### src/rtl/cpu_run_ctrl.sv
// Board run controller: button debounce, stretched core reset, run/step/halt
// clock-enable sequencing, exit/success latching and executed-cycle counter.
`timescale 1ns/1ps

module cpu_run_ctrl #(
    parameter int unsigned RESET_CYCLES    = 16,
    parameter int unsigned DEBOUNCE_CYCLES = 250000,
    parameter int unsigned CNT_WIDTH       = 32
) (
    input  logic                 clock,
    input  logic                 reset_n,
    input  logic                 button_reset_n,
    input  logic                 button_step_n,
    input  logic                 step_mode,
    input  logic                 core_exit,
    input  logic                 core_success,
    output logic                 core_reset,
    output logic                 core_clock_en,
    output logic                 halted,
    output logic                 success,
    output logic                 exit,
    output logic [CNT_WIDTH-1:0] cycle_count
);

    localparam int unsigned DB_W  = (DEBOUNCE_CYCLES > 1) ? $clog2(DEBOUNCE_CYCLES) : 1;
    localparam int unsigned RST_W = (RESET_CYCLES > 1) ? $clog2(RESET_CYCLES) : 1;
    localparam logic [DB_W-1:0]      DB_LAST  = DB_W'(DEBOUNCE_CYCLES - 1);
    localparam logic [RST_W-1:0]     RST_LAST = RST_W'(RESET_CYCLES - 1);
    localparam logic [CNT_WIDTH-1:0] CNT_MAX  = '1;
    localparam int unsigned BTN_RESET = 0;
    localparam int unsigned BTN_STEP  = 1;

    typedef enum logic [2:0] {
        ST_RESET,
        ST_RUN,
        ST_WAIT_STEP,
        ST_STEP,
        ST_HALT
    } state_t;

    logic [1:0]      btn_raw;
    logic [1:0]      sync1;
    logic [1:0]      sync2;
    logic [1:0]      deb;
    logic [1:0]      press;
    logic [DB_W-1:0] db_cnt [2];

    state_t          state;
    state_t          state_nxt_c;
    logic [RST_W-1:0] rst_cnt;
    logic            rst_done_c;
    logic            active_c;

    assign btn_raw = {button_step_n, button_reset_n};

    // Two-flop synchroniser plus stability counter; press pulses on a debounced fall.
    always_ff @(posedge clock) begin
        if (!reset_n) begin
            sync1     <= '1;
            sync2     <= '1;
            deb       <= '1;
            press     <= '0;
            db_cnt[0] <= '0;
            db_cnt[1] <= '0;
        end else begin
            sync1 <= btn_raw;
            sync2 <= sync1;
            for (int i = 0; i < 2; i++) begin
                press[i] <= 1'b0;
                if (sync2[i] != deb[i]) begin
                    if (db_cnt[i] == DB_LAST) begin
                        deb[i]    <= sync2[i];
                        db_cnt[i] <= '0;
                        press[i]  <= ~sync2[i];
                    end else begin
                        db_cnt[i] <= db_cnt[i] + DB_W'(1);
                    end
                end else begin
                    db_cnt[i] <= '0;
                end
            end
        end
    end

    function automatic state_t next_state(input state_t s, input logic done,
                                          input logic step_press, input logic mode,
                                          input logic cexit);
        next_state = ST_RESET;
        case (s)
            ST_RESET:     next_state = done ? (mode ? ST_WAIT_STEP : ST_RUN) : ST_RESET;
            ST_RUN:       next_state = cexit ? ST_HALT : (mode ? ST_WAIT_STEP : ST_RUN);
            ST_WAIT_STEP: next_state = step_press ? ST_STEP : (mode ? ST_WAIT_STEP : ST_RUN);
            ST_STEP:      next_state = cexit ? ST_HALT : (mode ? ST_WAIT_STEP : ST_RUN);
            ST_HALT:      next_state = ST_HALT;
            default:      next_state = ST_RESET;
        endcase
    endfunction

    assign rst_done_c  = (rst_cnt == RST_LAST);
    assign active_c    = (state == ST_RUN) || (state == ST_STEP);
    assign state_nxt_c = next_state(state, rst_done_c, press[BTN_STEP], step_mode, core_exit);

    // A reset press outranks every other event, including core_exit in the same cycle.
    always_ff @(posedge clock) begin
        if (!reset_n || press[BTN_RESET]) begin
            state         <= ST_RESET;
            rst_cnt       <= '0;
            core_reset    <= 1'b1;
            core_clock_en <= 1'b1;
            halted        <= 1'b0;
            success       <= 1'b0;
            exit          <= 1'b0;
            cycle_count   <= '0;
        end else begin
            state         <= state_nxt_c;
            rst_cnt       <= (state == ST_RESET && !rst_done_c) ? rst_cnt + RST_W'(1) : '0;
            core_reset    <= (state_nxt_c == ST_RESET);
            core_clock_en <= (state_nxt_c inside {ST_RESET, ST_RUN, ST_STEP});
            halted        <= (state_nxt_c == ST_HALT);
            if (active_c) begin
                success <= core_success;
                exit    <= core_exit;
                if (cycle_count != CNT_MAX) begin
                    cycle_count <= cycle_count + CNT_WIDTH'(1);
                end
            end
        end
    end

endmodule

### config.mk
export PLATFORM = sky130hd
export DESIGN_NAME = cpu_run_ctrl
export DESIGN_NICKNAME = d
export VERILOG_FILES = /design/src/rtl/cpu_run_ctrl.sv
export SDC_FILE = /design/constraint.sdc
export NUM_CORES = 1
export LEC_CHECK = 0
export ABC_AREA = 0
export CORE_MARGIN = 3
export CORE_UTILIZATION = 65
export CTS_CLUSTER_DIAMETER = 200
export DETAILED_ROUTE_END_ITERATION = 8
export DONT_BUFFER_PORTS = 1
export GPL_ROUTABILITY_DRIVEN = 0
export PLACE_DENSITY = 0.86
export SLEW_MARGIN = 15
export SYNTH_ARGS = -nofsm -noshare
export SYNTH_HDL_FRONTEND = slang
export SYNTH_SLANG_ARGS = --single-unit
export TNS_END_PERCENT = 5
### constraint.sdc
create_clock -name clock -period 4.2 [get_ports clock]
set_input_delay 0.84 -clock clock [delete_from_list [all_inputs] [get_ports clock]]
set_output_delay 0.84 -clock clock [all_outputs]
set_load 0.01 [all_outputs]
==> tab_implementation.tex, run 1 <==
\begin{tabular}{lr}
\hline
Metric & Value \\
\hline
\multicolumn{2}{l}{\textbf{Hold path}} \\
Path type of the worst min-delay path & flop to flop \\
Launch point of the worst hold path & sync1[1] \\
\multicolumn{2}{l}{\textbf{Logic synthesis}} \\
Cell taking the most area after synthesis & sky130\_fd\_sc\_hd\_\_edfxtp\_1 \\
Fraction of registers with async set or reset after synthesis & 0\% \\
Cell area after synthesis & 4172 um\^{}2 \\
Post-synthesis sequential element count & just under 90 \\
Mean post-synth cell area & around 9.6 um\^{}2 \\
Prevailing post-synth register cell & sky130\_fd\_sc\_hd\_\_dfxtp\_1 \\
Cells after Synth & between 400 and 500 \\
Number of distinct library cells after synthesis & 44 \\
Largest cells by area after synthesis & sky130\_fd\_sc\_hd\_\_edfxtp\_1, sky130\_fd\_sc\_hd\_\_dfxtp\_1, sky130\_fd\_sc\_hd\_\_xor2\_1 \\
Post-synth EDFFs & 36 \\
Warnings from Yosys & 0 \\
Top cell type's share of synthesized area & around 26\% \\
Proportion of synthesized chip area in sequential cells & approximately half \\
\multicolumn{2}{l}{\textbf{Timing}} \\
Setup repair after global routing missed its margin & no \\
Final-report max-slew violation count & 0 \\
Max frequency & around 440 MHz \\
Sum of negative setup slack & 0 ns \\
Worst hold slack & 0.4216 ns \\
Final count of negative-setup-slack endpoints & 0 \\
Final hold violations & 0 \\
Worst Max-Slew Pin Slew & between 0.9 and 1 ns \\
Worst-case clock skew & 0.007077 ns \\
Min cycle time layout & 2.286 ns \\
Relative max-transition margin & 35.90\% \\
Final clock period utilization by the worst path & around 54\% \\
\multicolumn{2}{l}{\textbf{Power}} \\
Combinational group share of total power & around 3.0\% \\
Leak & around 1.6 nW \\
Fraction of power spent switching nets & between 20\% and 30\% \\
Power per standard cell area & approximately 330 nW/um\^{}2 \\
Flop pwr share & a little over three fifths \\
Total net switching power & approximately 0.33 mW \\
Share of power burned in the clock network & 34.6\% \\
VDD IR-drop max & approximately 0.22 mV \\
Internal Pwr Total & 1.155 mW \\
\multicolumn{2}{l}{\textbf{Critical path}} \\
Worst Path Buf+Inv & 0 \\
CP endpoint kind & flop \\
Critical Path Start & cycle\_count[12] \\
Biggest cell delay along the critical path & roughly 0.54 ns \\
Launch point of the worst reg-to-reg path & cycle\_count[12] \\
Data required, critical path & 4.49 ns \\
Cells along the critical path & nand4\_2 -> nor4\_1 -> o2111ai\_1 -> or4\_1 -> a21oi\_1 \\
Dominant delay contributor by cell family on the critical path & simple AND/OR/NAND/NOR gates \\
CP max-delay cell & sky130\_fd\_sc\_hd\_\_dfxtp\_1 \\
CP Max Fanout & 13 \\
Type of the setup path with the least slack & flop to flop \\
Worst EP arrival & $\sim$2.6 ns \\
Kind of start point of the critical path & flop \\
\multicolumn{2}{l}{\textbf{Clock network}} \\
Clock-pin slew reported for the worst setup and hold paths after clock tree synthesis & approximately 0.080 ns \\
Post-CTS Hold Buffers & 0 \\
Total number of clock tree sinks & 88 \\
Number of buffers on the longest clock path & 2 \\
Worst skew pair latency & between 0.3 and 0.4 ns \\
Count of instances resized after the clock tree is built & 0 \\
Post-CTS Setup Bufs & 0 \\
TritonCTS Buffers & 9 \\
Root buffer cell & sky130\_fd\_sc\_hd\_\_clkbuf\_8 \\
CTS tree & yes \\
H-tree levels & 3 \\
\multicolumn{2}{l}{\textbf{Global route}} \\
Number of antenna violations at the first check in global routing & 2 \\
Global-route wire length before repair & 13.64 mm \\
Global route overflow & 0 \\
Largest net degree at the start of global routing & 37 \\
Aggregate global-route resource usage & approximately a quarter \\
Via count of the first global-routing pass & roughly 3,100 \\
\multicolumn{2}{l}{\textbf{Route}} \\
Detailed-routed wire length on met3 & roughly 570 um \\
First-pass DRT Iterations & 5 \\
Top routing layer in use & met4 \\
Routed met2 length & between 3 and 4 mm \\
Total wire length after detailed routing & between 8 and 9 mm \\
Wire length on met1 & 3.360 mm \\
Post-detailed-route count of antenna-violating nets & 0 \\
Initial DRC Count & 141 \\
Number of design rule violations left after detail routing & 0 \\
Via count & 3,224 \\
Via density & between 5 and 6 \\
Average wire length per cell after detail routing & $\sim$15 um \\
\multicolumn{2}{l}{\textbf{Floorplanning}} \\
Number of cell rows & 28 \\
Starting density of the core & between 60\% and 70\% \\
Vertical die dimension & about 86 um \\
Floorplan core area & between 6000 and 7000 um\^{}2 \\
Area enclosed by the die boundary & between 7000 and 8000 um\^{}2 \\
I/O pin count & 44 \\
Overall die width & approximately 86 um \\
\multicolumn{2}{l}{\textbf{Finish}} \\
Final instance area & roughly 4500 um\^{}2 \\
FF+latch area & approximately 2100 um\^{}2 \\
Final-layout fill cell count & 458 \\
Area grow syn2layout & 8.578\% \\
Core occupancy in the finished layout & 74.73\% \\
Combined area of the multi-input logic cells & 2105 um\^{}2 \\
Final std cells w/o fill & around 550 \\
Final-stage net count & $\sim$480 \\
Most frequent standard cell in the layout excluding fill and tap cells & sky130\_fd\_sc\_hd\_\_nor2\_1 \\
Share of layout cells above drive strength 1 & 4.202\% \\
Most used cells in the layout excluding fill and tap cells & sky130\_fd\_sc\_hd\_\_nor2\_1, sky130\_fd\_sc\_hd\_\_dfxtp\_1, sky130\_fd\_sc\_hd\_\_nand2\_1 \\
\multicolumn{2}{l}{\textbf{Run status}} \\
Outcome & finished clean \\
\multicolumn{2}{l}{\textbf{Job}} \\
Max capacitance violation total & 0 \\
\multicolumn{2}{l}{\textbf{Placed design}} \\
Count of port buffers added during placement & 0 \\
Total half-perimeter wirelength after legalization and detailed placement & just under 6 mm \\
Placed cell count & between 500 and 600 \\
Placed inst area & 4358 um\^{}2 \\
\hline
\end{tabular}
## kinds of logic (layout without fill, tap and decap cells)
logic type | count (synthesis) | in the layout | synth area share [%]
AO/OA/AOI/OAI | 57 | 57 | 8.219
XOR/XNOR | 45 | 45 | 9.448
adder cells (fa/ha/maj) | 4 | 4 | 1.200
buffers and inverters | 19 | 25 | 1.830
flip-flops | 88 | 88 | 50.87
multiplexers | 4 | 4 | 0.9598
other | 1 | 38 | 0.08990
AND/OR/NAND/NOR | 217 | 217 | 27.38
## power by group through the flow
stage	logic, mW	registers, mW	clock network, mW
floorplan	0.0374	0.940	0
global placement	0.0410	0.943	0
detailed placement	0.0426	0.944	0
CTS	0.0431	0.925	0.526
global route	0.0515	0.928	0.561
finish	0.0438	0.925	0.512
## cell usage after synthesis, types with 2 or more instances
library cell and instances:
sky130_fd_sc_hd__nand3_1 22, sky130_fd_sc_hd__and2_1 7, sky130_fd_sc_hd__a21oi_1 22, sky130_fd_sc_hd__o211ai_1 2, sky130_fd_sc_hd__nand4_1 13, sky130_fd_sc_hd__nand2_1 37, sky130_fd_sc_hd__o21ai_0 18, sky130_fd_sc_hd__nor3_1 8
sky130_fd_sc_hd__inv_1 8, sky130_fd_sc_hd__nor4_1 2, sky130_fd_sc_hd__nand4_2 3, sky130_fd_sc_hd__xor2_1 29, sky130_fd_sc_hd__buf_2 4, sky130_fd_sc_hd__and3_1 10, sky130_fd_sc_hd__o31ai_1 3, sky130_fd_sc_hd__dfxtp_1 52
sky130_fd_sc_hd__nand3b_1 2, sky130_fd_sc_hd__or3_1 17, sky130_fd_sc_hd__nor2b_1 3, sky130_fd_sc_hd__nor4b_1 2, sky130_fd_sc_hd__and4_1 10, sky130_fd_sc_hd__nor2_1 65, sky130_fd_sc_hd__ha_1 4, sky130_fd_sc_hd__or4_1 5
sky130_fd_sc_hd__xnor2_1 16, sky130_fd_sc_hd__nand2b_1 6, sky130_fd_sc_hd__clkbuf_1 7, sky130_fd_sc_hd__o2111ai_1 4, sky130_fd_sc_hd__edfxtp_1 36, sky130_fd_sc_hd__mux2i_1 4
## flip-flops by register name, summed over array words and instances (netlist names)
register / count
exit: 1
sync2: 2
success: 1
core_reset: 1
press: 2
db_cnt: 36
sync1: 2
state: 3
deb: 2
halted: 1
cycle_count: 32
rst_cnt: 4
core_clock_en: 1
## worst reg2reg max path: stages, from the launching register on
cell and delay [ns]:
sky130_fd_sc_hd__dfxtp_1 0.54, sky130_fd_sc_hd__nand4_2 0.18, sky130_fd_sc_hd__nor4_1 0.37, sky130_fd_sc_hd__o2111ai_1 0.44, sky130_fd_sc_hd__or4_1 0.53, sky130_fd_sc_hd__a21oi_1 0.16
## worst paths after layout
path | endpoint | slack [ns] | cells past startpoint
worst min register to register | sync2[1] | 0.42 | 1
worst max-delay path | cycle_count[27] | 1.91 | 5
worst max register to register | cycle_count[27] | 1.91 | 5
worst min-delay path | sync2[1] | 0.42 | 1
## stage by stage
step / setup slack [ns] / power, mW
3_3_place_gp: 2.011 / 0.9838
4_1_cts: 1.921 / 1.493
3_5_place_dp: 1.905 / 0.9870
2_1_floorplan: 2.200 / 0.9771
6_report: 1.914 / 1.481
5_1_grt: 1.642 / 1.540
## layer usage
metal	global-route usage (%)	up-vias
met1	27.74	1523
met2	38.40	82
met5	0	-
met4	12.95	0
met3	5.956	17
li1	-	1602
## area by class of cell
cell class	count	share of cell area (%)
diodes	2	0.1105
clock inverters	3	0.3867
flip-flops and latches	88	46.85
multi-input cells	363	46.46
well taps	75	2.072
inverters	8	0.6630
clock buffers	13	3.287
repair buffers	1	0.1657
Power figures use the tool's default switching activity.
==> run 2, diff against run 1 <==
CORE_UTILIZATION = 63   (was 65)
PLACE_DENSITY = 0.84   (was 0.86)
clock period = 2.2 ns   (was 4.2 ns; I/O delays follow)
==> run 2 against run 1 <==
Compared with the run above:
- final area increased by 2.9%
- combinational power increased by 100%
- global-route usage shrank 1.1 points
- cell count is 2.4% higher
- clock-buffer cell count rose by 1
- largest cell class unchanged
- largest power group unchanged
- highest routed layer unchanged
==> tab_implementation.tex, run 2 (same netlist as run 1, synthesis figures left out) <==
\begin{tabular}{lr}
\hline
Metric & Value \\
\hline
\multicolumn{2}{l}{\textbf{Clock network}} \\
Root buffer cell & sky130\_fd\_sc\_hd\_\_clkbuf\_8 (unchanged) \\
Total number of clock tree sinks & 88 (unchanged) \\
Clock-pin slew reported for the worst setup and hold paths after clock tree synthesis & 0.08 ns (about the same) \\
Number of buffers on the longest clock path & 2 (unchanged) \\
TritonCTS Buffers & 9 (unchanged) \\
CTS tree & yes (unchanged) \\
Worst skew pair latency & 0.36 ns (about the same) \\
H-tree levels & 3 (unchanged) \\
\multicolumn{2}{l}{\textbf{Critical path}} \\
Biggest cell delay along the critical path & 0.62 ns (was 0.54 ns) \\
CP endpoint kind & flop (unchanged) \\
Dominant delay contributor by cell family on the critical path & simple AND/OR/NAND/NOR gates (unchanged) \\
Worst Path Buf+Inv & 0 (unchanged) \\
CP Max Fanout & 18 (was 13) \\
Reg2Reg Setup Slack & 0.17 ns (was 1.91 ns) \\
Launch point of the worst reg-to-reg path & db\_cnt[0][0] (was cycle\_count[12]) \\
Type of the setup path with the least slack & flop to flop (unchanged) \\
CP max-delay cell & sky130\_fd\_sc\_hd\_\_or4\_1 (was sky130\_fd\_sc\_hd\_\_dfxtp\_1) \\
Data required, critical path & 2.30 ns (was 4.49 ns) \\
Critical Path Start & db\_cnt[0][0] (was cycle\_count[12]) \\
Worst EP arrival & 2.14 ns (was 2.57 ns) \\
Cells along the critical path & ha\_1 -> and2\_1 -> nand2\_1 -> or4\_1 -> nand3\_4 -> nor2\_1 (was nand4\_2 -> nor4\_1 -> o2111ai\_1 -> or4\_1 -> a21oi\_1) \\
Kind of start point of the critical path & flop (unchanged) \\
\multicolumn{2}{l}{\textbf{Route}} \\
Initial DRC Count & 126 (was 141) \\
Via density & 5.790 (was 5.830) \\
First-pass DRT Iterations & 4 (was 5) \\
Average wire length per cell after detail routing & 14.05 um (was 14.52 um) \\
Number of design rule violations left after detail routing & 0 (unchanged) \\
Post-detailed-route count of antenna-violating nets & 0 (unchanged) \\
Via count & 3,277 (was 3,224) \\
Total wire length after detailed routing & 7.954 mm (was 8.027 mm) \\
\multicolumn{2}{l}{\textbf{Timing}} \\
Final count of negative-setup-slack endpoints & 0 (unchanged) \\
Final clock period utilization by the worst path & 92.29\% (was 54.42\%) \\
Worst-case clock skew & 0.009765 ns (was 0.007077 ns) \\
Worst Max-Slew Pin Slew & 0.5021 ns (was 0.9373 ns) \\
Relative max-transition margin & 66.38\% (was 35.90\%) \\
Final hold violations & 0 (unchanged) \\
Max frequency & 492.5 MHz (was 437.5 MHz) \\
Setup repair after global routing missed its margin & no (unchanged) \\
Final-report max-slew violation count & 0 (unchanged) \\
Post-route worst setup slack & 0.1697 ns (was 1.914 ns) \\
Sum of negative setup slack & 0 ns (unchanged) \\
Min cycle time layout & 2.030 ns (was 2.286 ns) \\
\multicolumn{2}{l}{\textbf{Power}} \\
Combinational group share of total power & 3.0\% (about the same) \\
Internal Pwr Total & 2.277 mW (was 1.155 mW) \\
Flop pwr share & 60.6\% (was 62.5\%) \\
Total net switching power & 0.6345 mW (was 0.3257 mW) \\
Leak & 1.672 nW (was 1.594 nW) \\
Fraction of power spent switching nets & 21.79\% (was 21.99\%) \\
Power per standard cell area & 624.9 nW/um\^{}2 (was 326.9 nW/um\^{}2) \\
Share of power burned in the clock network & 36.4\% (was 34.6\%) \\
VDD IR-drop max & 0.4865 mV (was 0.2207 mV) \\
\multicolumn{2}{l}{\textbf{Floorplanning}} \\
Starting density of the core & 65.32\% (was 68.83\%) \\
I/O pin count & 44 (unchanged) \\
Vertical die dimension & 87.37 um (was 86.11 um) \\
Number of cell rows & 29 (was 28) \\
Area enclosed by the die boundary & 7634 um\^{}2 (was 7415 um\^{}2) \\
Overall die width & 87.37 um (was 86.11 um) \\
Floorplan core area & 6386 um\^{}2 (was 6061 um\^{}2) \\
\multicolumn{2}{l}{\textbf{Hold path}} \\
Launch point of the worst hold path & reset\_n (was sync1[1]) \\
Path type of the worst min-delay path & primary input to flop (was flop to flop) \\
\multicolumn{2}{l}{\textbf{Placed design}} \\
Total half-perimeter wirelength after legalization and detailed placement & 5.676 mm (was 5.803 mm) \\
Count of port buffers added during placement & 0 (unchanged) \\
Pre-CTS worst setup slack & 0.07905 ns (was 1.905 ns) \\
\multicolumn{2}{l}{\textbf{Finish}} \\
Regs by FF count & db\_cnt x36, cycle\_count x32, rst\_cnt x4 (unchanged) \\
Area grow syn2layout & 11.70\% (was 8.578\%) \\
Final antenna diode count & 0 (was 2) \\
Most used cells in the layout excluding fill and tap cells & sky130\_fd\_sc\_hd\_\_nor2\_1, sky130\_fd\_sc\_hd\_\_dfxtp\_1, sky130\_fd\_sc\_hd\_\_nand2\_1 (unchanged) \\
Max reg flops & 36 (unchanged) \\
Register bank with the most flops & db\_cnt (unchanged) \\
Final-stage net count & 495 (was 482) \\
Core occupancy in the finished layout & 72.96\% (was 74.73\%) \\
Share of layout cells above drive strength 1 & 7.566\% (was 4.202\%) \\
Most frequent standard cell in the layout excluding fill and tap cells & sky130\_fd\_sc\_hd\_\_nor2\_1 (unchanged) \\
\multicolumn{2}{l}{\textbf{Job}} \\
Max capacitance violation total & 0 (unchanged) \\
\multicolumn{2}{l}{\textbf{Global route}} \\
Largest net degree at the start of global routing & 23 (was 37) \\
Aggregate global-route resource usage & 22.18\% (was 23.32\%) \\
Global-route wire length before repair & 13.54 mm (was 13.64 mm) \\
Via count of the first global-routing pass & 3,080 (was 3,099) \\
Number of antenna violations at the first check in global routing & 0 (was 2) \\
Global route overflow & 0 (unchanged) \\
\multicolumn{2}{l}{\textbf{Run status}} \\
Outcome & finished clean (unchanged) \\
\hline
\end{tabular}
-- run 2: changes by cell type in the layout (fill, tap and decap cells not counted), sizes merged --
cell,delta
clkinv,-1
clkbuf,+1
diode,-2
buf,+13
-- run 2: final timing paths --
path,to,cells after the start
setup / recovery,db_cnt[0][8],6
hold / removal,deb[1],1
setup reg to reg,db_cnt[0][8],6
hold reg to reg,sync2[1],1
-- run 2: routing by layer --
layer	up-vias	GRT usage, %	wire (um)
li1	1624	-	-
met1	1540	28.36	3546
met2	94	35.27	3712
met3	19	5.109	478
met4	0	10.88	216
met5	-	0	0
-- run 2: cell type report --
cell class                 instances  area (um^2)
clock buffer                      14        173.9
clock inverter                     2        11.26
fill                             451         1727
inverter                           8        30.03
multi-input combinational        363         2118
sequential                        88         2125
tap                               77        96.34
timing repair buffer              14        105.1
-- run 2: what timing repair did --
item,CTS,global route
gates resized for setup,0,4
endpoints found under the setup margin,0,22
setup buffers,0,0
hold buffers,0,0
-- run 2: stage by stage --
| stage | instance area (um^2) | cells | hold WS (ns) | total power [mW] |
|---|---|---|---|---|
| finish | 4659 | 566 | 0.1513 | 2.912 |
| global route | 4659 | 566 | 0.1436 | 3.023 |
| detailed placement | 4458 | 550 | 0.4093 | 1.887 |
| CTS | 4643 | 566 | 0.1322 | 2.931 |
| global placement | 4458 | 550 | 0.3905 | 1.881 |
| floorplan | 4303 | 470 | 0.3863 | 1.865 |
-- run 2: power by group through the flow --
stage               clock network (mW)  registers, mW  logic (mW)
finish                            1.06           1.77      0.0874
global route                      1.15           1.77      0.0996
CTS                               1.08           1.77      0.0845
detailed placement                   0           1.80      0.0838
global placement                     0           1.80      0.0807
floorplan                            0           1.79      0.0715
==> run 3, diff against run 2 <==
PLACE_DENSITY = 0.85   (was 0.84)
==> run 3 against run 2 <==
Compared with the run above:
- final area about the same
- largest power group unchanged
- core utilization about the same
- sequential share of layout area about the same
- sequential cell count unchanged
- via count down 0.92%
- non-clock buffer count up 1
- highest routed layer unchanged
- clock power down 4%
- clock-buffer cell count down 1
- routed wire length up 3.6%
- critical path depth unchanged
- cell count up 0.18%
- combinational power about the same
==> tab_implementation.tex, run 3 (same netlist as run 1, synthesis figures left out) <==
\begin{tabular}{lr}
\hline
Metric & Value \\
\hline
\multicolumn{2}{l}{\textbf{Run status}} \\
Outcome & finished clean (unchanged) \\
\multicolumn{2}{l}{\textbf{Route}} \\
Average wire length per cell after detail routing & 14.54 um (was 14.05 um) \\
First-pass DRT Iterations & 5 (was 4) \\
Total wire length after detailed routing & 8.242 mm (was 7.954 mm) \\
Initial DRC Count & 167 (was 126) \\
Via density & 5.727 (was 5.790) \\
Number of design rule violations left after detail routing & 0 (unchanged) \\
Via count & 3,247 (was 3,277) \\
Post-detailed-route count of antenna-violating nets & 0 (unchanged) \\
\multicolumn{2}{l}{\textbf{Finish}} \\
Core occupancy in the finished layout & 72.94\% (was 72.96\%) \\
Most frequent standard cell in the layout excluding fill and tap cells & sky130\_fd\_sc\_hd\_\_nor2\_1 (unchanged) \\
Final-layout fill cell count & 501 (was 451) \\
Final antenna diode count & 0 (unchanged) \\
Most used cells in the layout excluding fill and tap cells & sky130\_fd\_sc\_hd\_\_nor2\_1, sky130\_fd\_sc\_hd\_\_dfxtp\_1, sky130\_fd\_sc\_hd\_\_nand2\_1 (unchanged) \\
Area grow syn2layout & 11.67\% (was 11.70\%) \\
Max reg flops & 36 (unchanged) \\
Share of layout cells above drive strength 1 & 7.959\% (was 7.566\%) \\
Register bank with the most flops & db\_cnt (unchanged) \\
Final-stage net count & 496 (was 495) \\
Regs by FF count & db\_cnt x36, cycle\_count x32, rst\_cnt x4 (unchanged) \\
\multicolumn{2}{l}{\textbf{Global route}} \\
Number of antenna violations at the first check in global routing & 0 (unchanged) \\
Via count of the first global-routing pass & 3,169 (was 3,080) \\
Met2 track demand over resource & 40.82\% (was 35.27\%) \\
Most utilized layer in the global route result & met2 (unchanged) \\
Met3 usage & 5.014\% (was 5.109\%) \\
Aggregate global-route resource usage & 23.72\% (was 22.18\%) \\
Met1 capacity usage during global routing & 29.19\% (was 28.36\%) \\
Global-route wire length before repair & 14.43 mm (was 13.54 mm) \\
Global route overflow & 0 (unchanged) \\
Largest net degree at the start of global routing & 24 (was 23) \\
\multicolumn{2}{l}{\textbf{Timing}} \\
Final clock period utilization by the worst path & 92.83\% (was 92.29\%) \\
Worst hold slack & 0.1540 ns (was 0.1513 ns) \\
Max frequency & 489.7 MHz (was 492.5 MHz) \\
Worst Max-Slew Pin Slew & 0.5298 ns (was 0.5021 ns) \\
Min cycle time layout & 2.042 ns (was 2.030 ns) \\
Setup repair after global routing missed its margin & no (unchanged) \\
Final count of negative-setup-slack endpoints & 0 (unchanged) \\
Final-report max-slew violation count & 0 (unchanged) \\
Sum of negative setup slack & 0 ns (unchanged) \\
Worst-case clock skew & 0.007562 ns (was 0.009765 ns) \\
Relative max-transition margin & 64.61\% (was 66.38\%) \\
Final hold violations & 0 (unchanged) \\
\multicolumn{2}{l}{\textbf{Floorplanning}} \\
Overall die width & 87.37 um (unchanged) \\
I/O pin count & 44 (unchanged) \\
Number of cell rows & 29 (unchanged) \\
Vertical die dimension & 87.37 um (unchanged) \\
Floorplan core area & 6386 um\^{}2 (unchanged) \\
Starting density of the core & 65.32\% (unchanged) \\
Area enclosed by the die boundary & 7634 um\^{}2 (unchanged) \\
\multicolumn{2}{l}{\textbf{Placed design}} \\
Count of port buffers added during placement & 0 (unchanged) \\
Total half-perimeter wirelength after legalization and detailed placement & 5.805 mm (was 5.676 mm) \\
\multicolumn{2}{l}{\textbf{Clock network}} \\
Number of buffers on the longest clock path & 2 (unchanged) \\
CTS tree & yes (unchanged) \\
Total number of clock tree sinks & 88 (unchanged) \\
Root buffer cell & sky130\_fd\_sc\_hd\_\_clkbuf\_8 (unchanged) \\
TritonCTS Buffers & 9 (unchanged) \\
H-tree levels & 3 (unchanged) \\
Worst skew pair latency & 0.35 ns (was 0.36 ns) \\
Clock-pin slew reported for the worst setup and hold paths after clock tree synthesis & 0.08 ns (about the same) \\
Post-CTS Hold Buffers & 0 (unchanged) \\
\multicolumn{2}{l}{\textbf{Critical path}} \\
CP max-delay cell & sky130\_fd\_sc\_hd\_\_dfxtp\_1 (was sky130\_fd\_sc\_hd\_\_or4\_1) \\
Biggest cell delay along the critical path & 0.46 ns (was 0.62 ns) \\
Dominant delay contributor by cell family on the critical path & simple AND/OR/NAND/NOR gates (unchanged) \\
Worst Path Buf+Inv & 1 (was 0) \\
CP endpoint kind & flop (unchanged) \\
CP Max Fanout & 13 (was 18) \\
Type of the setup path with the least slack & flop to flop (unchanged) \\
Kind of start point of the critical path & flop (unchanged) \\
Cells along the critical path & nand4\_1 -> nor4\_2 -> o2111ai\_1 -> buf\_4 -> or4\_1 -> a21oi\_1 (was ha\_1 -> and2\_1 -> nand2\_1 -> or4\_1 -> nand3\_4 -> nor2\_1) \\
Data required, critical path & 2.48 ns (was 2.30 ns) \\
Worst EP arrival & 2.32 ns (was 2.14 ns) \\
\multicolumn{2}{l}{\textbf{Power}} \\
Post-layout total power & 2.877 mW (was 2.912 mW) \\
Leak & 1.675 nW (was 1.672 nW) \\
Power per standard cell area & 617.7 nW/um\^{}2 (was 624.9 nW/um\^{}2) \\
VDD IR-drop max & 0.5658 mV (was 0.4865 mV) \\
\multicolumn{2}{l}{\textbf{Hold path}} \\
Path type of the worst min-delay path & primary input to flop (unchanged) \\
\multicolumn{2}{l}{\textbf{Job}} \\
Max capacitance violation total & 0 (unchanged) \\
\hline
\end{tabular}
## run 3: worst paths after layout
path                                startpoint         endpoint  slack (ns)  cells after the start
worst min register to register        sync1[0]         sync2[0]        0.41                      1
worst max register to register  cycle_count[9]  cycle_count[27]        0.16                      6
worst max-delay path            cycle_count[9]  cycle_count[27]        0.16                      6
worst min-delay path                   reset_n           deb[1]        0.15                      1
## run 3: layer usage
metal	wire (um)	up-vias
li1	-	1625
met1	3533	1556
met2	4205	54
met5	0	-
met4	148	0
met3	355	12
## run 3: through the flow
stage | std cells | instance area (um^2) | worst slack (ns)
2_1_floorplan | 470 | 4303 | 0.1998
3_3_place_gp | 551 | 4466 | 0.1630
3_5_place_dp | 551 | 4466 | 0.09028
4_1_cts | 567 | 4641 | 0.07698
5_1_grt | 567 | 4658 | 0.007549
6_report | 567 | 4658 | 0.1577
## run 3: power by group
group	internal (mW)	leakage, nW	switching [mW]
combinational	0.0342	0.789	0.0530
sequential	1.73	0.794	0.0343
clock	0.476	0.0923	0.549
total	2.24	1.67	0.636
## run 3: timing repair
| action | in CTS | in global routing |
|---|---|---|
| setup buffers | 0 | 0 |
| gates resized for setup | 0 | 5 |
| endpoints found under the setup margin | 0 | 23 |
## run 3: layout make-up
| type | instances | area, um^2 | area share [%] |
|---|---|---|---|
| sequential | 88 | 2126 | 45.64 |
| multi-input combinational | 363 | 2118 | 45.47 |
| clock buffer | 13 | 160.2 | 3.438 |
| timing repair buffer | 15 | 112.6 | 2.417 |
| tap | 77 | 96.34 | 2.068 |
| inverter | 8 | 30.03 | 0.6446 |
| clock inverter | 3 | 15.01 | 0.3223 |
